File: src/rtl/bec_serial_port_if.sv
// Operand/result link between the serial BEC port and its surroundings:
// the wrapper-side serial lines together with the parallel datapath bus.
interface bec_serial_port_if #(
  parameter int WIDTH = 163
);
  logic             load_req;
  logic             w1, z1, w2, z2, inv_w0, d;
  logic             load_data;
  logic             ena_proc;
  logic             ki;
  logic             next_key;
  logic             core_start;
  logic             core_ki;
  logic             core_step_done;
  logic [WIDTH-1:0] core_w1, core_z1, core_w2, core_z2, core_inv_w0, core_d;
  logic [WIDTH-1:0] core_wout, core_zout;
  logic             slv_done;
  logic             wout, zout;
  logic [3:0]       becStatus;

  modport slave (
    input  load_req, w1, z1, w2, z2, inv_w0, d, ena_proc, ki,
           core_step_done, core_wout, core_zout,
    output load_data, next_key, core_start, core_ki,
           core_w1, core_z1, core_w2, core_z2, core_inv_w0, core_d,
           slv_done, wout, zout, becStatus
  );

  modport master (
    output load_req, w1, z1, w2, z2, inv_w0, d, ena_proc, ki,
           core_step_done, core_wout, core_zout,
    input  load_data, next_key, core_start, core_ki,
           core_w1, core_z1, core_w2, core_z2, core_inv_w0, core_d,
           slv_done, wout, zout, becStatus
  );
endinterface

File: src/rtl/bec_serial_port.sv
// Core-side end of the serial BEC link: deserialises operands, hands key bits
// to the ladder datapath one step at a time, and serialises the results back.
module bec_serial_port #(
  parameter int WIDTH = 163,
  parameter int CW    = 8
) (
  input logic              wb_clk_i,
  input logic              wb_rst_ni,
  bec_serial_port_if.slave bus
);

  localparam logic [2:0] S_IDLE   = 3'd0;
  localparam logic [2:0] S_LOAD   = 3'd1;
  localparam logic [2:0] S_LOADED = 3'd2;
  localparam logic [2:0] S_STEP   = 3'd3;
  localparam logic [2:0] S_WAIT   = 3'd4;
  localparam logic [2:0] S_ADV    = 3'd5;
  localparam logic [2:0] S_FIN    = 3'd6;
  localparam logic [2:0] S_UNLOAD = 3'd7;

  localparam logic [CW-1:0] LAST = CW'(WIDTH - 1);
  localparam logic [CW-1:0] ONE  = CW'(1);

  logic [2:0]       state_q, state_d;
  logic [CW-1:0]    cnt_q, cnt_d;
  logic [CW-1:0]    kcnt_q, kcnt_d;
  logic [WIDTH-1:0] w1_q, w1_d, z1_q, z1_d, w2_q, w2_d, z2_q, z2_d;
  logic [WIDTH-1:0] inv_q, inv_d, d_q, d_d;
  logic [WIDTH-1:0] shw_q, shw_d, shz_q, shz_d;
  logic             core_ki_q, core_ki_d;
  logic             core_start_q, core_start_d;

  always_comb begin
    state_d      = state_q;
    cnt_d        = cnt_q;
    kcnt_d       = kcnt_q;
    w1_d         = w1_q;
    z1_d         = z1_q;
    w2_d         = w2_q;
    z2_d         = z2_q;
    inv_d        = inv_q;
    d_d          = d_q;
    shw_d        = shw_q;
    shz_d        = shz_q;
    core_ki_d    = core_ki_q;
    core_start_d = 1'b0;

    case (state_q)
      S_IDLE: begin
        if (bus.load_req) begin
          state_d = S_LOAD;
          cnt_d   = '0;
        end
      end
      S_LOAD: begin
        w1_d  = {w1_q[WIDTH-2:0], bus.w1};
        z1_d  = {z1_q[WIDTH-2:0], bus.z1};
        w2_d  = {w2_q[WIDTH-2:0], bus.w2};
        z2_d  = {z2_q[WIDTH-2:0], bus.z2};
        inv_d = {inv_q[WIDTH-2:0], bus.inv_w0};
        d_d   = {d_q[WIDTH-2:0], bus.d};
        cnt_d = cnt_q + ONE;
        if (cnt_q == LAST) begin
          state_d = S_LOADED;
          cnt_d   = '0;
        end
      end
      S_LOADED: begin
        if (bus.ena_proc) begin
          state_d = S_STEP;
          kcnt_d  = '0;
        end
      end
      // Dropping ena_proc anywhere in the key loop abandons the run; the
      // operand registers are kept so the datapath view stays stable.
      S_STEP: begin
        if (!bus.ena_proc) begin
          state_d = S_IDLE;
        end else begin
          core_ki_d    = bus.ki;
          core_start_d = 1'b1;
          state_d      = S_WAIT;
        end
      end
      S_WAIT: begin
        if (!bus.ena_proc) begin
          state_d = S_IDLE;
        end else if (bus.core_step_done) begin
          state_d = S_ADV;
        end
      end
      S_ADV: begin
        if (!bus.ena_proc) begin
          state_d = S_IDLE;
        end else begin
          kcnt_d  = kcnt_q + ONE;
          state_d = (kcnt_q == LAST) ? S_FIN : S_STEP;
        end
      end
      S_FIN: begin
        shw_d   = bus.core_wout;
        shz_d   = bus.core_zout;
        cnt_d   = '0;
        state_d = S_UNLOAD;
      end
      S_UNLOAD: begin
        shw_d = {shw_q[WIDTH-2:0], 1'b0};
        shz_d = {shz_q[WIDTH-2:0], 1'b0};
        cnt_d = cnt_q + ONE;
        if (cnt_q == LAST) begin
          state_d = S_IDLE;
          cnt_d   = '0;
        end
      end
      default: state_d = S_IDLE;
    endcase
  end

  always_ff @(posedge wb_clk_i or negedge wb_rst_ni) begin
    if (!wb_rst_ni) begin
      state_q      <= S_IDLE;
      cnt_q        <= '0;
      kcnt_q       <= '0;
      w1_q         <= '0;
      z1_q         <= '0;
      w2_q         <= '0;
      z2_q         <= '0;
      inv_q        <= '0;
      d_q          <= '0;
      shw_q        <= '0;
      shz_q        <= '0;
      core_ki_q    <= 1'b0;
      core_start_q <= 1'b0;
    end else begin
      state_q      <= state_d;
      cnt_q        <= cnt_d;
      kcnt_q       <= kcnt_d;
      w1_q         <= w1_d;
      z1_q         <= z1_d;
      w2_q         <= w2_d;
      z2_q         <= z2_d;
      inv_q        <= inv_d;
      d_q          <= d_d;
      shw_q        <= shw_d;
      shz_q        <= shz_d;
      core_ki_q    <= core_ki_d;
      core_start_q <= core_start_d;
    end
  end

  // core_start and core_ki are registered together, so the datapath sees the
  // key bit valid in the same cycle as the start pulse.
  assign bus.load_data   = (state_q == S_LOAD);
  assign bus.next_key    = (state_q == S_ADV);
  assign bus.core_start  = core_start_q;
  assign bus.core_ki     = core_ki_q;
  assign bus.slv_done    = (state_q == S_FIN);
  assign bus.wout        = (state_q == S_UNLOAD) && shw_q[WIDTH-1];
  assign bus.zout        = (state_q == S_UNLOAD) && shz_q[WIDTH-1];
  assign bus.core_w1     = w1_q;
  assign bus.core_z1     = z1_q;
  assign bus.core_w2     = w2_q;
  assign bus.core_z2     = z2_q;
  assign bus.core_inv_w0 = inv_q;
  assign bus.core_d      = d_q;

  assign bus.becStatus[0] = (state_q == S_UNLOAD) && (cnt_q == LAST);
  assign bus.becStatus[1] = (state_q == S_STEP) || (state_q == S_WAIT) || (state_q == S_ADV);
  assign bus.becStatus[2] = (state_q == S_LOADED);
  assign bus.becStatus[3] = (state_q != S_IDLE);

endmodule

File: src/flat_wrapper.sv
// flat-port wrapper written by rule: the top's interface ports become plain ports
module bec_serial_port_flat 
#(
  parameter int WIDTH = 163,
  parameter int CW    = 8
)
  (wb_clk_i, wb_rst_ni, bus_load_req, bus_w1, bus_z1, bus_w2, bus_z2, bus_inv_w0, bus_d, bus_ena_proc, bus_ki, bus_core_step_done, bus_core_wout, bus_core_zout, bus_load_data, bus_next_key, bus_core_start, bus_core_ki, bus_core_w1, bus_core_z1, bus_core_w2, bus_core_z2, bus_core_inv_w0, bus_core_d, bus_slv_done, bus_wout, bus_zout, bus_becStatus);
  bec_serial_port_if #(.WIDTH(WIDTH)) bus_i ();
  input logic wb_clk_i;
  input logic wb_rst_ni;
  input wire logic [$bits(bus_i.load_req)-1:0] bus_load_req;
  input wire logic [$bits(bus_i.w1)-1:0] bus_w1;
  input wire logic [$bits(bus_i.z1)-1:0] bus_z1;
  input wire logic [$bits(bus_i.w2)-1:0] bus_w2;
  input wire logic [$bits(bus_i.z2)-1:0] bus_z2;
  input wire logic [$bits(bus_i.inv_w0)-1:0] bus_inv_w0;
  input wire logic [$bits(bus_i.d)-1:0] bus_d;
  input wire logic [$bits(bus_i.ena_proc)-1:0] bus_ena_proc;
  input wire logic [$bits(bus_i.ki)-1:0] bus_ki;
  input wire logic [$bits(bus_i.core_step_done)-1:0] bus_core_step_done;
  input wire logic [$bits(bus_i.core_wout)-1:0] bus_core_wout;
  input wire logic [$bits(bus_i.core_zout)-1:0] bus_core_zout;
  output wire logic [$bits(bus_i.load_data)-1:0] bus_load_data;
  output wire logic [$bits(bus_i.next_key)-1:0] bus_next_key;
  output wire logic [$bits(bus_i.core_start)-1:0] bus_core_start;
  output wire logic [$bits(bus_i.core_ki)-1:0] bus_core_ki;
  output wire logic [$bits(bus_i.core_w1)-1:0] bus_core_w1;
  output wire logic [$bits(bus_i.core_z1)-1:0] bus_core_z1;
  output wire logic [$bits(bus_i.core_w2)-1:0] bus_core_w2;
  output wire logic [$bits(bus_i.core_z2)-1:0] bus_core_z2;
  output wire logic [$bits(bus_i.core_inv_w0)-1:0] bus_core_inv_w0;
  output wire logic [$bits(bus_i.core_d)-1:0] bus_core_d;
  output wire logic [$bits(bus_i.slv_done)-1:0] bus_slv_done;
  output wire logic [$bits(bus_i.wout)-1:0] bus_wout;
  output wire logic [$bits(bus_i.zout)-1:0] bus_zout;
  output wire logic [$bits(bus_i.becStatus)-1:0] bus_becStatus;
  assign bus_i.load_req = bus_load_req;
  assign bus_i.w1 = bus_w1;
  assign bus_i.z1 = bus_z1;
  assign bus_i.w2 = bus_w2;
  assign bus_i.z2 = bus_z2;
  assign bus_i.inv_w0 = bus_inv_w0;
  assign bus_i.d = bus_d;
  assign bus_i.ena_proc = bus_ena_proc;
  assign bus_i.ki = bus_ki;
  assign bus_i.core_step_done = bus_core_step_done;
  assign bus_i.core_wout = bus_core_wout;
  assign bus_i.core_zout = bus_core_zout;
  assign bus_load_data = bus_i.load_data;
  assign bus_next_key = bus_i.next_key;
  assign bus_core_start = bus_i.core_start;
  assign bus_core_ki = bus_i.core_ki;
  assign bus_core_w1 = bus_i.core_w1;
  assign bus_core_z1 = bus_i.core_z1;
  assign bus_core_w2 = bus_i.core_w2;
  assign bus_core_z2 = bus_i.core_z2;
  assign bus_core_inv_w0 = bus_i.core_inv_w0;
  assign bus_core_d = bus_i.core_d;
  assign bus_slv_done = bus_i.slv_done;
  assign bus_wout = bus_i.wout;
  assign bus_zout = bus_i.zout;
  assign bus_becStatus = bus_i.becStatus;
  bec_serial_port #(.WIDTH(WIDTH), .CW(CW)) u_core (.wb_clk_i(wb_clk_i), .wb_rst_ni(wb_rst_ni), .bus(bus_i));
endmodule
File: config.mk
export PLATFORM = sky130hd
export DESIGN_NAME = bec_serial_port_flat
export DESIGN_NICKNAME = d
export VERILOG_FILES = /design/src/rtl/bec_serial_port_if.sv /design/src/rtl/bec_serial_port.sv /design/src/flat_wrapper.sv
export SDC_FILE = /design/constraint.sdc
export NUM_CORES = 2
export LEC_CHECK = 0
export ABC_AREA = 1
export CORE_AREA = 2 2 519 521
export DETAILED_ROUTE_END_ITERATION = 16
export DIE_AREA = 0 0 521 523
export PLACE_DENSITY_LB_ADDON = 0.05
export SYNTH_ARGS = -nofsm -noshare
export SYNTH_HDL_FRONTEND = slang
export SYNTH_SLANG_ARGS = --single-unit
File: constraint.sdc
create_clock -name wb_clk_i -period 4.3 [get_ports wb_clk_i]
set_clock_uncertainty 0.1 [all_clocks]
set_input_delay 0.645 -clock wb_clk_i [delete_from_list [all_inputs] [get_ports wb_clk_i]]
set_output_delay 0.645 -clock wb_clk_i [all_outputs]
set_load 0.05 [all_outputs]
## Yosys cells after proc, flatten, opt, wreduce, memory -nomap -nowiden

Index checks and enable logic that the tools add are counted.

- $add $sub $neg: 2
- Equality and inequality tests: 15
- Muxes and demuxes: 20
- Reduce and logical (&&, ||, !) cells: 15

Operators with widths:

| kind | count |
|---|---|
| one-hot mux 163 bit (2 select lines) | 2 |
| two-way mux 8 bit | 4 |
| two-way mux 3 bit | 9 |
| one-hot mux 3 bit (8 select lines) | 1 |
| one-hot mux 8 bit (3 select lines) | 1 |
| adder 8 x 1 -> 8 bit (second input constant) | 2 |
| equality test 8 bit (second input constant) | 2 |
| one-hot mux 8 bit (2 select lines) | 1 |
| equality test 3 bit (second input constant) | 4 |
| equality test 3 x 2 -> 1 bit (second input constant) | 2 |
| inequality test 2 bit (second input constant) | 3 |
| nonzero test 3 bit | 2 |
| AND reduction 5 bit | 1 |
| inequality test 2 x 1 -> 1 bit (second input constant) | 2 |
| AND reduction 2 bit | 2 |
| nonzero test 2 bit | 2 |
| equality test 3 x 1 -> 1 bit (second input constant) | 1 |
| logical AND 1 bit | 3 |
| logical NOT 3 bit | 1 |
| inequality test 3 bit (second input constant) | 1 |
| AND reduction 3 bit | 1 |
| logical OR 1 bit | 2 |
| two-way mux 1 bit | 2 |
| OR reduction 2 bit | 1 |

- Bits in registers: 1,325
- Bits of input ports: 338
- Output and inout bits: 989
- Logic and storage cells: 65

## Logic depth before layout (Yosys ltp)

- Depth after elaboration: 4
- Depth in mapped cells: 10
- Depth with buffers taken out: 10

## Worst setup path before layout

No wires, ideal clock.

- Kind: reg2out
- Start: register u_core.state_q[1]
- End: output bus_becStatus[0]
- Arrival time: 1.534 ns
- Required time: 3.555 ns
- Setup slack: 2.021 ns
- Cell stages (with the launch flop): 6
- Path buffers: 1
- Cell sequence: dfrtp_1 nand2_1 inv_2 nand2_1 clkbuf_1 nor2_1

- Longest elaborated chain between the ends: 2

Ends and longest elaborated chain:

| item | RTL line | text |
|---|---|---|
| from (decl) | bec_serial_port.sv:24 | `logic [2:0] state_q, state_d;` |
| from (signal assigned) | bec_serial_port.sv:135 | `state_q <= state_d;` |
| equality test 3 bit | bec_serial_port.sv:167 | `assign bus.becStatus[0] = (state_q == S_UNLOAD) && (cnt_q == LAST);` |
| logical AND 1 bit | bec_serial_port.sv:167 |  |
| to (decl) | flat_wrapper.sv:36 | `output wire logic [$bits(bus_i.becStatus)-1:0] bus_becStatus;` |

No other way between the ends.

## Worst setup path in the final report

- Start: register u_core.state_q[1]
- End: output bus_slv_done

- Longest elaborated chain between the ends: 1

Ends and longest elaborated chain:

| item | RTL line | text |
|---|---|---|
| equality test 3 bit | bec_serial_port.sv:157 | `assign bus.slv_done = (state_q == S_FIN);` |
| to (decl) | flat_wrapper.sv:33 | `output wire logic [$bits(bus_i.slv_done)-1:0] bus_slv_done;` |

No other way between the ends.

==> key figures <==
Setup path
  • Crit start category: register
  • Reg2reg start: u_core.state_q[1]$_DFFE_PN0P_
  • Reg2reg setup slack: 1.46 ns
  • FF-to-FF End: u_core.shw_q[17]$_DFFE_PN0P_
  • Critical path arrival: 2.97 ns
  • Critical path class: reg -> out
  • CP Max Fanout: 117
  • CP Launch Point: u_core.state_q[1]$_DFFE_PN0P_
  • WP data required: 3.56 ns
  • Worst Setup EP: bus_slv_done
  • Setup crit end kind: output port
  • R2R depth: 7

Power and ir drop
  • Sw frac: 0.373
  • Clock power share: 0.354
  • Switch Pwr: 15.6 mW
  • Max VDD drop: 0.000484 V
  • P_int: 26.3 mW
  • P_leak: 36.9 nW
  • PwrDens: 559 nW/um2
  • Flop pwr share: 0.377
  • Part of the power in combinational logic: 0.269

Job
  • Maxcap violations: 0

Floorplanning
  • Rows: 190
  • Die area: 272000 um2
  • Initial Util: 0.194
  • Boundary pin count: 1327
  • Die Y: 523 um
  • Core Region: 267000 um2
  • DIE WIDTH: 521 um

Clocking
  • Clock buffer count from CTS: 175
  • Post-CTS setup buffers: 0
  • CTS HTree Levels: 4
  • Post_cts resized: 0
  • Clock transition at path regs: 0.06 ns
  • CTS sink cnt: 1325
  • CTS Root Cell: clkbuf_16
  • Bufs on Longest Clock Path: 3
  • Clk_lat worst skew: 0.81 ns
  • TritonCTS clock tree: built

Synthesis
  • Synth Warn #: 0
  • Cell Area, Synth: 51700 um2
  • Post-synthesis compound-gate area fraction: 0.0143
  • Cells after synthesis: 5985
  • Multiplexer area fraction after synthesis: 0.000218
  • FF+latch count, synth: 1325
  • Mapped Avg Cell Area: 8.63 um2
  • Distinct cells, synth: 26
  • Largest family of logic cells by synthesized area: simple AND/OR/NAND/NOR gates
  • Post-synthesis net count: 6327
  • Post-Synth Adder-Cell Area: 0.000969
  • Simple logic cell fraction of the synthesized area: 0.309
  • Seq/Total Area, Yosys: 0.642
  • Post-synthesis xor/xnor area fraction: 0.000509

Final layout
  • Most common cell after layout, fill and taps aside: nand2_1
  • Final non-filler cell total: 10948
  • Finished layout cell area: 74900 um2
  • Nets: 7586
  • Filler cells: 28487
  • Area grow syn2layout: 44.9%
  • Post-layout util: 0.280
  • Layout cells sized above 1: 0.0486
  • Commonest cells after routing, fill and taps aside: 3861 x nand2_1, 1325 x dfrtp_1, 1320 x clkdlybuf4s50_1

STA
  • Least-Margin Pin Slew: 1.04 ns
  • Fin. Hold Viols: 0
  • Worst hold slack: 0.278 ns
  • # setup viols final: 0
  • Total negative setup slack: 0 ns
  • Fmax: 269 MHz
  • RSZ-0062 raised after global routing: no
  • Post-route minimum period: 3.72 ns
  • Period utilisation layout: 0.865
  • Pins over their slew limit: 0
  • Max_slew headroom: 0.309

Global routing
  • Tot GR Track Use: 0.176
  • Largest net degree at the start of global routing: 197
  • Initial antenna violation count: 41
  • GRT overflow: 0
  • Vias in the first global route: 45026
  • First-pass GRT wire length: 349000 um

Place
  • Port Buffer Count: 1326
  • Dpl hpwl: 176000 um
  • Inst Count DP: 10618
  • Routability cong.: 0.811
  • Placement Cell Area: 69100 um2

Detailed routing
  • DR vias/cell: 4.03
  • Vias post-DR: 44086
  • Residual DRC count: 0
  • Initial DRT Pass Iterations: 5
  • Antenna Violating Nets Remaining: 0
  • DR WL/cell: 22.5 um
  • Routed wire length: 246000 um
  • Iter 0 DRT Violations: 2636

Outcome
  • Outcome: completed

Min path
  • Min-Delay Path Class: in -> reg
logic make-up (layout without fill, tap and decap cells):
logic type      after synthesis  count (layout)
compound gates              109             109
xor+xnor                      3               3
fa+ha+maj                     4               4
buf+inv                     383            1781
flops                      1325            1325
mux                           1               1
other cells                   0              13
simple gates               4160            4160
synthesized netlist by cell type (all sizes together):
cell type | instances | area [um2]
a21oi | 2 | 10.0
nand4 | 5 | 31.3
o22ai | 5 | 31.3
ha | 4 | 50.1
inv | 59 | 221
nor2 | 22 | 85.1
nand3 | 268 | 1350
o21ai | 29 | 145
o221ai | 2 | 17.5
o21bai | 1 | 7.51
nor3 | 2 | 10.0
xor2 | 3 | 26.3
a22oi | 40 | 300
nand2 | 3862 | 14500
buf | 216 | 1080
or2 | 1 | 6.26
dfrtp | 1325 | 33200
clkbuf | 108 | 405
mux2 | 1 | 11.3
o211ai | 30 | 225
through the flow:
stage / power (mW) / setup slack (ns)
floorplan: 22.9 / 2.02
global placement: 27.6 / 1.38
detailed placement: 27.6 / 1.34
CTS: 42.9 / 0.486
global route: 44.5 / 0.339
finish: 41.9 / 0.582
routing by layer:
metal / global-route usage / vias up / routed length [um] / part of all wire
met5: 0 / - / 130 / 0.00053
met1: 0.207 / 21713 / 98500 / 0.40
met2: 0.292 / 1142 / 118000 / 0.48
met4: 0.0414 / 24 / 5590 / 0.023
li1: - / 20924 / - / -
met3: 0.0790 / 283 / 24000 / 0.098
layout make-up:
type / instances / area [um2] / area share
sequential: 1325 / 33200 / 0.443
tap: 3552 / 4440 / 0.0594
clock buffer: 272 / 5210 / 0.0695
antenna: 13 / 32.5 / 0.000434
clock inverter: 44 / 557 / 0.00744
timing repair buffer: 1406 / 14400 / 0.193
inverter: 59 / 244 / 0.00326
multi-input combinational: 4277 / 16800 / 0.225
sequential cells by signal, indices dropped and copies added (netlist names):
name and cells:
u_core.bus.core_d 163, u_core.bus.core_inv_w0 163, u_core.bus.core_w1 163, u_core.bus.core_w2 163, u_core.bus.core_z1 163, u_core.bus.core_z2 163, u_core.shw_q 163, u_core.shz_q 163
u_core.cnt_q 8, u_core.kcnt_q 8, u_core.state_q 3, u_core.bus.core_ki 1, u_core.bus.core_start 1
power groups by stage:
stage          combinational (mW)  clock (mW)  sequential [mW]
4_1_cts                      11.7        15.5             15.8
3_5_place_dp                 11.6           0             16.0
5_1_grt                      12.5        16.0             16.0
6_report                     11.3        14.8             15.8
2_1_floorplan                6.01           0             16.9
3_3_place_gp                 11.6           0             16.0
worst min-delay path by stage:
stage | to | cells past startpoint | slack, ns | start
after global placement | u_core.bus.core_w1[162]$_DFFE_PN0P_ | 2 | 0.37 | u_core.bus.core_w1[162]$_DFFE_PN0P_
after CTS | u_core.shz_q[160]$_DFFE_PN0P_ | 3 | 0.18 | bus_core_zout[160]
after detailed placement | u_core.bus.core_z2[162]$_DFFE_PN0P_ | 2 | 0.36 | u_core.bus.core_z2[162]$_DFFE_PN0P_
after floorplan | u_core.bus.core_d[0]$_DFFE_PN0P_ | 0 | 0.25 | wb_rst_ni
after global routing | u_core.shz_q[160]$_DFFE_PN0P_ | 3 | 0.22 | bus_core_zout[160]
final | u_core.shw_q[50]$_DFFE_PN0P_ | 3 | 0.28 | bus_core_wout[50]
repair_timing:
action / CTS / global route
endpoints found under the hold margin: 55 / 0
hold buffers: 1 / 0
setup endpoints to repair: 0 / 0
worst max-delay path, stage by stage, from the launching register on:
cell	delay (ns)
dfrtp_1	0.45
nand2_4	0.07
inv_2	0.40
nand2_1	0.27
inv_8	0.59
buf_4	0.32
No activity file was read; power rests on OpenSTA's default activity.
